--- src/rtl/ldiff.sv ---
// ldiff: pipelined first-difference unit (inverse of the nibble-split accumulator).
// Recovers x[n] = a[n] - a[n-1] mod 2^W from a stream of running sums. The low
// half is subtracted in stage 1 with its borrow registered; the high half is
// subtracted in stage 2 using that borrow. Latency is two edges after capture.
// Optional feature macro: LDIFF_CNT_EN enables the delivered-increment counter
// on cnt; without it cnt is tied to zero.
module ldiff #(
  parameter int W = 8
) (
  input  logic         clk,
  input  logic         rst_b,
  input  logic         in_vld,
  input  logic [W-1:0] a,
  input  logic         clr,
  output logic         out_vld,
  output logic [W-1:0] x,
  output logic [7:0]   cnt
);

  localparam int H = W / 2;

  // Low-half subtraction; bit H of the result is the borrow out.
  function automatic logic [H:0] sub_lo(input logic [H-1:0] m, input logic [H-1:0] s);
    sub_lo = {1'b0, m} - {1'b0, s};
  endfunction

  // High-half subtraction with borrow in; the MSB borrow out is discarded.
  function automatic logic [H-1:0] sub_hi(input logic [H-1:0] m, input logic [H-1:0] s,
                                          input logic bin);
    logic [H-1:0] b_ext;
    b_ext    = {H{1'b0}};
    b_ext[0] = bin;
    sub_hi   = m - s - b_ext;
  endfunction

  // Stage 0 state
  logic [W-1:0] cur_q, cur_d, prev_q, prev_d;
  logic         v0_q, v0_d;
  // Stage 1 state
  logic [H-1:0] lo_q, lo_d, cur_hi_q, cur_hi_d, prev_hi_q, prev_hi_d;
  logic         bw_q, bw_d, v1_q, v1_d;
  // Stage 2 state
  logic [W-1:0] x_q, x_d;
  logic         out_vld_q, out_vld_d;
  logic [H:0]   lo_diff_s;

  assign lo_diff_s = sub_lo(cur_q[H-1:0], prev_q[H-1:0]);

  // Stage 0 next state: capture an accepted sample and shift the previous one.
  always_comb begin
    cur_d  = cur_q;
    prev_d = prev_q;
    v0_d   = 1'b0;
    if (clr) begin
      cur_d  = {W{1'b0}};
      prev_d = {W{1'b0}};
      v0_d   = 1'b0;
    end else if (in_vld) begin
      cur_d  = a;
      prev_d = cur_q;
      v0_d   = 1'b1;
    end else begin
      cur_d  = cur_q;
      prev_d = prev_q;
      v0_d   = 1'b0;
    end
  end

  // Stage 1 next state: low-half difference and borrow, delay the high halves.
  always_comb begin
    lo_d      = lo_q;
    bw_d      = bw_q;
    cur_hi_d  = cur_hi_q;
    prev_hi_d = prev_hi_q;
    v1_d      = 1'b0;
    if (clr) begin
      v1_d = 1'b0;
    end else if (v0_q) begin
      lo_d      = lo_diff_s[H-1:0];
      bw_d      = lo_diff_s[H];
      cur_hi_d  = cur_q[W-1:H];
      prev_hi_d = prev_q[W-1:H];
      v1_d      = 1'b1;
    end else begin
      v1_d = 1'b0;
    end
  end

  // Stage 2 next state: high-half difference; x holds when nothing valid arrives.
  always_comb begin
    x_d       = x_q;
    out_vld_d = 1'b0;
    if (clr) begin
      out_vld_d = 1'b0;
    end else if (v1_q) begin
      x_d       = {sub_hi(cur_hi_q, prev_hi_q, bw_q), lo_q};
      out_vld_d = 1'b1;
    end else begin
      out_vld_d = 1'b0;
    end
  end

  // Pipeline registers with asynchronous active-low reset.
  always_ff @(posedge clk or negedge rst_b) begin
    if (!rst_b) begin
      cur_q     <= {W{1'b0}};
      prev_q    <= {W{1'b0}};
      v0_q      <= 1'b0;
      lo_q      <= {H{1'b0}};
      bw_q      <= 1'b0;
      cur_hi_q  <= {H{1'b0}};
      prev_hi_q <= {H{1'b0}};
      v1_q      <= 1'b0;
      x_q       <= {W{1'b0}};
      out_vld_q <= 1'b0;
    end else begin
      cur_q     <= cur_d;
      prev_q    <= prev_d;
      v0_q      <= v0_d;
      lo_q      <= lo_d;
      bw_q      <= bw_d;
      cur_hi_q  <= cur_hi_d;
      prev_hi_q <= prev_hi_d;
      v1_q      <= v1_d;
      x_q       <= x_d;
      out_vld_q <= out_vld_d;
    end
  end

  assign x       = x_q;
  assign out_vld = out_vld_q;

`ifdef LDIFF_CNT_EN
  logic [7:0] cnt_q, cnt_d;

  // Counter next state: one count per increment loaded into stage 2, wraps at 255.
  always_comb begin
    cnt_d = cnt_q;
    if (clr) begin
      cnt_d = 8'd0;
    end else if (v1_q) begin
      cnt_d = cnt_q + 8'd1;
    end else begin
      cnt_d = cnt_q;
    end
  end

  // Counter register, updates on the same edge as out_vld.
  always_ff @(posedge clk or negedge rst_b) begin
    if (!rst_b) begin
      cnt_q <= 8'd0;
    end else begin
      cnt_q <= cnt_d;
    end
  end

  assign cnt = cnt_q;
`else
  assign cnt = 8'd0;
`endif

endmodule

--- config.mk ---
export PLATFORM = sky130hd
export DESIGN_NAME = ldiff
export DESIGN_NICKNAME = d
export VERILOG_FILES = /design/src/rtl/ldiff.sv
export SDC_FILE = /design/constraint.sdc
export NUM_CORES = 1
export LEC_CHECK = 0
export CAP_MARGIN = 15
export CORE_MARGIN = 2
export CORE_UTILIZATION = 57
export DETAILED_ROUTE_END_ITERATION = 6
export GPL_TIMING_DRIVEN = 0
export PLACE_DENSITY = 0.88
export SYNTH_ARGS = -nofsm -noshare
export SYNTH_HDL_FRONTEND = slang
export SYNTH_SLANG_ARGS = --single-unit
export TNS_END_PERCENT = 10
--- constraint.sdc ---
create_clock -name clk -period 4.95 [get_ports clk]
set_clock_uncertainty 0.1 [all_clocks]
set_input_delay 0.495 -clock clk [delete_from_list [all_inputs] [get_ports clk]]
set_output_delay 0.495 -clock clk [all_outputs]
set_load 0.02 [all_outputs]
==> results of run 1 <==
[kinds of logic (layout without fill, tap and decap cells)]
| family | count (synthesis) | in the layout | synth area share, % |
|---|---|---|---|
| AOI/OAI and AO/OA | 15 | 15 | 4.54 |
| xor gates and xnor gates | 5 | 5 | 2.34 |
| adders and majority gates | 9 | 9 | 7.21 |
| buffers and inverters | 28 | 53 | 8.68 |
| DFF | 40 | 40 | 53.4 |
| muxes | 21 | 21 | 12.2 |
| other | 1 | 8 | 0.200 |
| and+or+nand+nor | 49 | 49 | 11.4 |
[registers in the layout, summed over array words and instances (netlist names)]
register   cells
bw_q           1
cur_hi_q       4
cur_q          8
lo_q           4
out_vld        1
prev_hi_q      4
prev_q         8
v0_q           1
v1_q           1
x              8
[per-layer routing]
layer / global-route usage (%) / up-vias / part of all wire (%)
li1: - / 582 / -
met1: 21.3 / 556 / 45
met2: 30.5 / 24 / 47
met3: 7.35 / 6 / 5.5
met4: 9.63 / 0 / 2.2
met5: 0 / - / 0
[stage by stage]
stage	hold WS (ns)	cells	util [%]
after floorplan	0.0994	175	-
after global placement	0.355	237	69.3
after detailed placement	0.365	237	69.2
after CTS	0.159	244	71.3
after global routing	0.201	244	71.3
final	0.141	244	71.3
[power groups by stage]
stage / Combinational [mW] / Sequential (mW) / Clock, mW
4_1_cts: 0.202 / 0.394 / 0.185
3_5_place_dp: 0.201 / 0.401 / 0
5_1_grt: 0.219 / 0.398 / 0.198
6_report: 0.200 / 0.393 / 0.179
2_1_floorplan: 0.0971 / 0.425 / 0
3_3_place_gp: 0.196 / 0.397 / 0
[cell usage in the layout (no fill, tap or decap)]
cell type        synthesis  final
a21o_1                   1      1
a21oi_1                  1      1
buf_2                    1      2
buf_4                   11     11
buf_6                    2      2
clkbuf_1                 1      1
clkbuf_4                 0      5
clkbuf_8                 0      2
clkdlybuf4s50_1          0     17
conb_1                   1      8
dfrtp_1                 40     40
fa_1                     3      3
ha_1                     6      6
inv_1                   12     12
inv_2                    1      1
mux2_2                   2      2
mux2_4                   3      3
mux2i_1                 16     16
nand2_1                 27     27
nand2b_4                 2      2
nand3b_1                 1      1
nor2_1                  16     16
nor2b_1                  2      2
nor3_1                   1      1
o21a_1                   2      2
o21ai_0                 10     10
o31ai_1                  1      1
xnor2_1                  3      3
xor2_1                   2      2
[final cells by class]
type / instances / area [µm²] / share of cell area (%)
Timing Repair Buffer: 18 / 175 / 7.98
Multi-Input combinational cell: 107 / 736 / 33.5
Clock buffer: 7 / 65.1 / 2.96
Sequential cell: 40 / 1000 / 45.6
Tap cell: 44 / 55.1 / 2.51
Buffer: 15 / 114 / 5.19
Inverter: 13 / 48.8 / 2.22
[worst min path at each step]
stage / startpoint / to / slack (ns) / cells past startpoint
final: rst_b / x[6]$_DFFE_PN0P_ / 0.14 / 1
after CTS: rst_b / cur_q[6]$_DFFE_PN0P_ / 0.16 / 1
after floorplan: rst_b / bw_q$_DFFE_PN0P_ / 0.1 / 0
after global placement: prev_q[7]$_DFFE_PN0P_ / prev_hi_q[3]$_DFFE_PN0P_ / 0.35 / 2
after global routing: rst_b / cur_hi_q[2]$_DFFE_PN0P_ / 0.20 / 1
after detailed placement: prev_q[6]$_DFFE_PN0P_ / prev_hi_q[2]$_DFFE_PN0P_ / 0.36 / 2
==> results.toml, run 1 <==
[grt]
grt_pass1_wl_um = 4890
overflow = 0
grt_pass1_vias = 1179
grt_usage_pct = 18.7
grt_max_degree = 41
antenna_found_initial = 0

[final_layout]
drive_gt1_share_pct = 15.0
syn2layout_area_growth_pct = 17.2
antenna_cells = 0
fin_nets = 221
postLayoutCellArea_um2 = 2190
fill_cells = 222

[clocking]
cts_sinks = 40
cts_buffers = 5
cts_tree = "done"
hold_buffers = 0
ctsResizeCount = 0
clk_latency_ns = 0.35
clk_pin_slew_ns = 0.11
clockBufferDepth = 2
h-tree-depth = 2
cts_setup_buffers = 0
cts-root-buf = "clkbuf_4"

[place]
pre_cts_ws_ns = 3.21
port_buffers = 18
place_congestion = 0.739
post_dp_cell_area_um2 = 2130
dp_hpwl_um = 2180

[worst_setup_path]
arrival_ns = 1.34
crit_buf_inv = 1
end_kind = "output port"
worst_setup_path_start_kind = "flop"
worst-r2r-setup-slack_ns = 3.19
critPathMaxStageDelay_ns = 0.61
path_max_fanout = 2
worstSetupPathDepth = 1
r2r_end = "x[7]$_DFFE_PN0P_"
cp.required_ns = 4.36
critical_path.cell_chain = "clkdlybuf4s50_1"
worstSetupEndpoint = "x[0]"
cpLargestDelayFamily = "buffers and inverters"
crit_type = "reg2out"
cp_slowest_cell = "clkdlybuf4s50_1"
reg2reg_from = "cur_hi_q[0]$_DFFE_PN0P_"
rr_worst_depth = 6
cp-startpoint = "x[0]$_DFFE_PN0P_"

[sta]
fmax_mhz = 517
finalSetupViolCount = 0
period_share_pct = 39.1
fin_ws_ns = 3.02
finalHoldViolations = 0
worst_pin_slew_ns = 0.855
tns_ns = 0
rsz0062_at_grt = "false"
period_minus_slack_ns = 1.93
drv_slew = 0
slew_headroom_pct = 43.0

[synth]
synth.distinct_cells = 26
synth.top_cell.area_share_pct = 53.4
yosysTopAreaCell = "dfrtp_1"
ys_warn_count = 0
synthTopCellsByCount = "dfrtp_1, nand2_1, mux2i_1, nor2_1, inv_1"
post-synth-top-count-cell = "dfrtp_1"
synth_edf_count = 0
synthFlopType = "dfrtp_1"
avgSynthCellArea_um2 = 11.1
synth-seq-area-share_pct = 53.4
async_flop_share_pct = 100
synth-seq-cells = 40
netlist_instances = 168
yosys-top-cells-area = "dfrtp_1, mux2i_1, nand2_1"
synth_area_um2 = 1870

[power]
ir_drop_mv = 0.219
comb_power_share_pct = 25.9
internal_power_mw = 0.553
total_power_mw = 0.773
power.share.clock_pct = 23.2
pwr-share-seq_pct = 50.9
power_leakage_nw = 1.13
pwr_density_cell_nw_per_um2 = 352
switchingPower_mw = 0.220
sw_frac_of_total_pct = 28.5

[route]
drtAntennaViolNets = 0
num_vias = 1168
wl_per_cell_um = 12.1
wirelength_um = 2960
dr.first_iter.drc_count = 24
drt-pass1-iter-count = 4
drc = 0
viasPerCell = 4.79

[die]
ioPinCount = 29
rows = 20
initial_utilization_pct = 60.9
die_x_um = 61.3
die_area_um2 = 3760
coreArea_um2 = 3080
die_height_um = 61.3

[outcome]
status = "complete, no violations"

[min_path]
hp-class = "in2async"

[flow_run]
cap_viol_max_count = 0
No activity file was read; power rests on OpenSTA's default activity.
==> run 2, diff against run 1 <==
--- a/config.mk
+++ b/config.mk
@@ -7,10 +7,10 @@
 export LEC_CHECK = 0
 export CAP_MARGIN = 15
 export CORE_MARGIN = 2
-export CORE_UTILIZATION = 57
+export CORE_UTILIZATION = 48
 export DETAILED_ROUTE_END_ITERATION = 6
 export GPL_TIMING_DRIVEN = 0
-export PLACE_DENSITY = 0.88
+export PLACE_DENSITY = 0.79
 export SYNTH_ARGS = -nofsm -noshare
 export SYNTH_HDL_FRONTEND = slang
 export SYNTH_SLANG_ARGS = --single-unit
==> constraint.sdc (replaced) <==
create_clock -name clk -period 1.6 [get_ports clk]
set_clock_uncertainty 0.1 [all_clocks]
set_input_delay 0.16 -clock clk [delete_from_list [all_inputs] [get_ports clk]]
set_output_delay 0.16 -clock clk [all_outputs]
set_load 0.02 [all_outputs]
==> results.toml, run 2 (same netlist as run 1, synthesis figures left out) <==
[sta]
tns_ns = -0.170
worst_pin_slew_ns = 0.875
finalSetupViolCount = 4
period_minus_slack_ns = 1.70
fin_ws_ns = -0.0996
fmax_mhz = 588
period_share_pct = 106
drv_slew = 0
finalHoldViolations = 0
slew_headroom_pct = 41.7
rsz0062_at_grt = "true"

[final_layout]
final_cell_mix = "dfrtp_1, nand2_1, clkdlybuf4s50_1, mux2i_1, nor2_1"
final_common_cell = "dfrtp_1"
antenna_cells = 0
fin_util_pct = 61.9
fin_nets = 223
regArea_um2 = 1000
postLayoutCellArea_um2 = 2300
syn2layout_area_growth_pct = 22.8
drive_gt1_share_pct = 19.2
fill_cells = 322
multi_input_area_um2 = 772

[route]
num_vias = 1181
drc = 0
wl_per_cell_um = 12.3
viasPerCell = 4.71
drt-pass1-iter-count = 4
wirelength_um = 3080
dr.first_iter.drc_count = 105
drtAntennaViolNets = 0

[power]
comb_power_share_pct = 24.9
sw_frac_of_total_pct = 27.6
pwr_density_cell_nw_per_um2 = 1170
ir_drop_mv = 0.586
pwr-share-seq_pct = 45.1
internal_power_mw = 1.95
switchingPower_mw = 0.744
power.share.clock_pct = 30.0
power_leakage_nw = 1.16

[place]
place_congestion = 0.709
port_buffers = 18
dp_hpwl_um = 2050
post_dp_cell_area_um2 = 2140
pre_cts_ws_ns = -0.0790

[die]
coreArea_um2 = 3720
initial_utilization_pct = 50.4
die_height_um = 66.5
rows = 22
die_area_um2 = 4420
ioPinCount = 29
die_x_um = 66.5

[clocking]
cts_sinks = 40
cts_tree = "done"
h-tree-depth = 2
cts-root-buf = "clkbuf_8"
cts_buffers = 5
clockBufferDepth = 2
cts_setup_buffers = 0
clk_pin_slew_ns = 0.08
clk_latency_ns = 0.30

[outcome]
status = "finished with violations"
violations = "negative setup slack"

[min_path]
whs_path_depth = 3
hp-class = "in2reg"
hp-start = "in_vld"
holdPathEnd = "prev_q[1]$_DFFE_PN0P_"

[worst_setup_path]
crit_type = "reg2reg"
worst-r2r-setup-slack_ns = -0.1
critical_path.cell_chain = "inv_2 > fa_2 > ha_4 > nand2_2 > nand3b_1 > xnor2_2 > o21ai_1"
worst_setup_path_start_kind = "flop"
r2r_end = "x[7]$_DFFE_PN0P_"
reg2reg_from = "bw_q$_DFFE_PN0P_"
arrival_ns = 1.81
critPathMaxStageDelay_ns = 0.42
path_max_fanout = 2
cp_slowest_cell = "fa_2"
end_kind = "flop"
cp.required_ns = 1.71
rr_worst_depth = 7

[grt]
grt_pass1_vias = 1110
grt_usage_pct = 17.1
grt_pass1_wl_um = 5400
overflow = 0
antenna_found_initial = 0
grt_max_degree = 41

[flow_run]
cap_viol_max_count = 0
[run 2: changes by cell type in the layout (fill, tap and decap cells not counted), moves of 2 or more]
cell and change:
o21ai_1 +3, o21ai_0 -3, fa_2 +2, fa_1 -2, dlygate4sd3_1 +2, clkbuf_4 -5, clkbuf_8 +3
[run 2: area by class of cell]
type / instances / share of cell area (%)
multi-input cells: 107 / 33.6
clock buffers: 6 / 3.16
clock inverters: 2 / 1.52
plain buffers: 15 / 4.95
inverters: 13 / 2.12
repair buffers: 20 / 8.49
flip-flops and latches: 40 / 43.6
well taps: 48 / 2.61
[run 2: what timing repair did]
action | 4_1_cts | 5_1_grt
gates resized for setup | 6 | 5
pin swaps | 3 | 3
setup endpoints to repair | 5 | 5
hold buffers | 2 | 0
hold endpoints to repair | 47 | 0
[run 2: worst max path at each step]
stage | from | endpoint | slack, ns | cells past startpoint
global placement | rst_b | x[0]$_DFFE_PN0P_ | -0.67 | 1
global route | bw_q$_DFFE_PN0P_ | x[7]$_DFFE_PN0P_ | -0.17 | 7
detailed placement | bw_q$_DFFE_PN0P_ | x[7]$_DFFE_PN0P_ | -0.08 | 7
finish | bw_q$_DFFE_PN0P_ | x[7]$_DFFE_PN0P_ | -0.1 | 7
floorplan | bw_q$_DFFE_PN0P_ | x[7]$_DFFE_PN0P_ | 0.02 | 7
CTS | cur_hi_q[0]$_DFFE_PN0P_ | x[7]$_DFFE_PN0P_ | -0.15 | 6
[run 2: per-stage QoR]
| stage | instances | total power [mW] | hold slack, ns |
|---|---|---|---|
| after CTS | 251 | 2.72 | 0.128 |
| after floorplan | 175 | 1.62 | -0.236 |
| after global placement | 241 | 1.84 | 0.275 |
| final | 251 | 2.70 | 0.137 |
| after global routing | 251 | 2.85 | 0.148 |
| after detailed placement | 241 | 1.86 | 0.222 |
[run 2: metal layers]
| layer | vias to the layer above | part of all wire (%) | global-route usage, % |
|---|---|---|---|
| met5 | - | 0 | 0 |
| met4 | 0 | 2.4 | 8.42 |
| met3 | 7 | 4.2 | 5.57 |
| met2 | 24 | 48 | 26.1 |
| met1 | 566 | 45 | 21.7 |
| li1 | 584 | - | - |
[run 2: power groups by stage]
stage               clock [mW]  sequential, mW  combinational (mW)
finish                   0.808            1.22               0.672
global placement             0            1.23               0.610
floorplan                    0            1.31               0.303
detailed placement           0            1.24               0.624
global route             0.868            1.24               0.744
CTS                      0.827            1.22               0.667
[run 2: worst max-delay path, delay by kind of cell, from the launching register on]
family / cells / cell delay (ns)
DFF: 1 / 0.35
xor gates and xnor gates: 1 / 0.16
buffers and inverters: 1 / 0.05
adders and majority gates: 2 / 0.65
and+or+nand+nor: 2 / 0.18
AOI/OAI and AO/OA: 1 / 0.14
==> run 3, diff against run 2 <==
--- a/config.mk
+++ b/config.mk
@@ -11,6 +11,7 @@
 export DETAILED_ROUTE_END_ITERATION = 6
 export GPL_TIMING_DRIVEN = 0
 export PLACE_DENSITY = 0.79
+export RECOVER_POWER = 25
 export SYNTH_ARGS = -nofsm -noshare
 export SYNTH_HDL_FRONTEND = slang
 export SYNTH_SLANG_ARGS = --single-unit
==> results.toml, run 3 (same netlist as run 1, synthesis figures left out) <==
[place]
dp.cells = 241
place_congestion = 0.709
post_dp_cell_area_um2 = 2140
port_buffers = 18
dp_hpwl_um = 2050

[clocking]
clockBufferDepth = 2
cts-root-buf = "clkbuf_8"
cts_buffers = 5
clk_latency_ns = 0.30
h-tree-depth = 2
cts_sinks = 40
cts_tree = "done"
clk_pin_slew_ns = 0.08

[outcome]
violations = "negative setup slack"
status = "finished with violations"

[grt]
grtUsageMet3_pct = 5.57
grt_pass1_wl_um = 5400
grt-busiest-layer = "met2"
grt_usage_pct = 17.1
grt_max_degree = 41
antenna_found_initial = 0
overflow = 0
use_met1_pct = 21.7
grt_pass1_vias = 1110
grtUsageMet2_pct = 26.1

[sta]
slew_headroom_pct = 41.7
tns_ns = -0.323
fin_ws_ns = -0.0998
drv_slew = 0
rsz0062_at_grt = "true"
fmax_mhz = 588
finalSetupViolCount = 7
worst_pin_slew_ns = 0.874
period_minus_slack_ns = 1.70
finalHoldViolations = 0
period_share_pct = 106

[power]
ir_drop_mv = 0.586
total_power_mw = 2.69
power.share.clock_pct = 30.0
pwr_density_cell_nw_per_um2 = 1180
switchingPower_mw = 0.743
comb_power_share_pct = 24.8
sw_frac_of_total_pct = 27.6
internal_power_mw = 1.95
power_leakage_nw = 1.15
pwr-share-seq_pct = 45.2

[final_layout]
final_common_cell = "dfrtp_1"
final_cell_mix = "dfrtp_1, nand2_1, clkdlybuf4s50_1, mux2i_1, nor2_1"
syn2layout_area_growth_pct = 22.0
drive_gt1_share_pct = 18.2
antenna_cells = 0
postLayoutCellArea_um2 = 2280
final_cells = 251
fin_nets = 223

[die]
initial_utilization_pct = 50.4
ioPinCount = 29
die_height_um = 66.5
die_area_um2 = 4420
die_x_um = 66.5
coreArea_um2 = 3720
rows = 22

[worst_setup_path]
path_max_fanout = 2
end_kind = "flop"
worst_setup_path_start_kind = "flop"
cp.required_ns = 1.71
arrival_ns = 1.81
crit_type = "reg2reg"

[route]
drc = 0
drtAntennaViolNets = 0
viasPerCell = 4.71
drt-pass1-iter-count = 4
dr.first_iter.drc_count = 84
num_vias = 1182
wl_per_cell_um = 12.3
wirelength_um = 3080

[min_path]
hp-class = "in2reg"

[flow_run]
cap_viol_max_count = 0
-- run 3: cell types whose count changed in the layout (fill, tap and decap cells not counted), sizes merged --
cell	change
buf	-1
clkbuf	+1
-- run 3: layout make-up --
class / count / area, µm²
Clock buffer: 6 / 72.6
Tap cell: 48 / 60.1
Timing Repair Buffer: 20 / 195
Fill cell: 324 / 1430
Clock inverter: 2 / 35.0
Multi-Input combinational cell: 107 / 764
Inverter: 13 / 48.8
Buffer: 15 / 106
Sequential cell: 40 / 1000
-- run 3: worst paths after layout --
check	slack, ns	start	cells past startpoint	to
max reg2reg	-0.1	bw_q$_DFFE_PN0P_	7	x[7]$_DFFE_PN0P_
min	0.14	in_vld	3	prev_q[1]$_DFFE_PN0P_
max in group asynchronous	0.36	rst_b	2	cur_q[1]$_DFFE_PN0P_
min reg2reg	0.38	prev_q[7]$_DFFE_PN0P_	2	prev_hi_q[3]$_DFFE_PN0P_
min in group asynchronous	0.43	rst_b	2	prev_q[6]$_DFFE_PN0P_
max	-0.1	bw_q$_DFFE_PN0P_	7	x[7]$_DFFE_PN0P_
-- run 3: repair_timing --
action                                  CTS  global route
hold endpoints to repair                 47             0
hold buffers                              2             0
endpoints found under the setup margin    5             5
gates resized for setup                   6             5
pin swaps                                 3             3
buffers inserted                          0             0
-- run 3: worst max-delay path: stages, from the launching register on --
cell and delay, ns:
dfrtp_1 0.35, inv_2 0.05, fa_2 0.42, ha_4 0.23
nand2_2 0.06, nand3b_1 0.12, xnor2_2 0.16, o21ai_1 0.14
-- run 3: routing by layer --
| metal | wire length [µm] | up-vias |
|---|---|---|
| met1 | 1400 | 566 |
| met2 | 1480 | 24 |
| met5 | 0 | - |
| met4 | 70 | 0 |
| met3 | 132 | 8 |
| li1 | - | 584 |
-- run 3: metrics by stage --
stage | hold slack [ns] | utilization [%] | setup slack [ns]
2_1_floorplan | -0.236 | - | 0.0192
3_3_place_gp | 0.275 | 57.6 | -0.666
3_5_place_dp | 0.222 | 57.5 | -0.0790
4_1_cts | 0.128 | 61.6 | -0.152
5_1_grt | 0.148 | 61.5 | -0.165
6_report | 0.137 | 61.5 | -0.0998
-- run 3: power groups by stage --
| stage | clock network, mW | logic (mW) | registers, mW |
|---|---|---|---|
| floorplan | 0 | 0.303 | 1.31 |
| global placement | 0 | 0.610 | 1.23 |
| detailed placement | 0 | 0.624 | 1.24 |
| CTS | 0.827 | 0.667 | 1.22 |
| global route | 0.868 | 0.741 | 1.24 |
| finish | 0.808 | 0.668 | 1.22 |
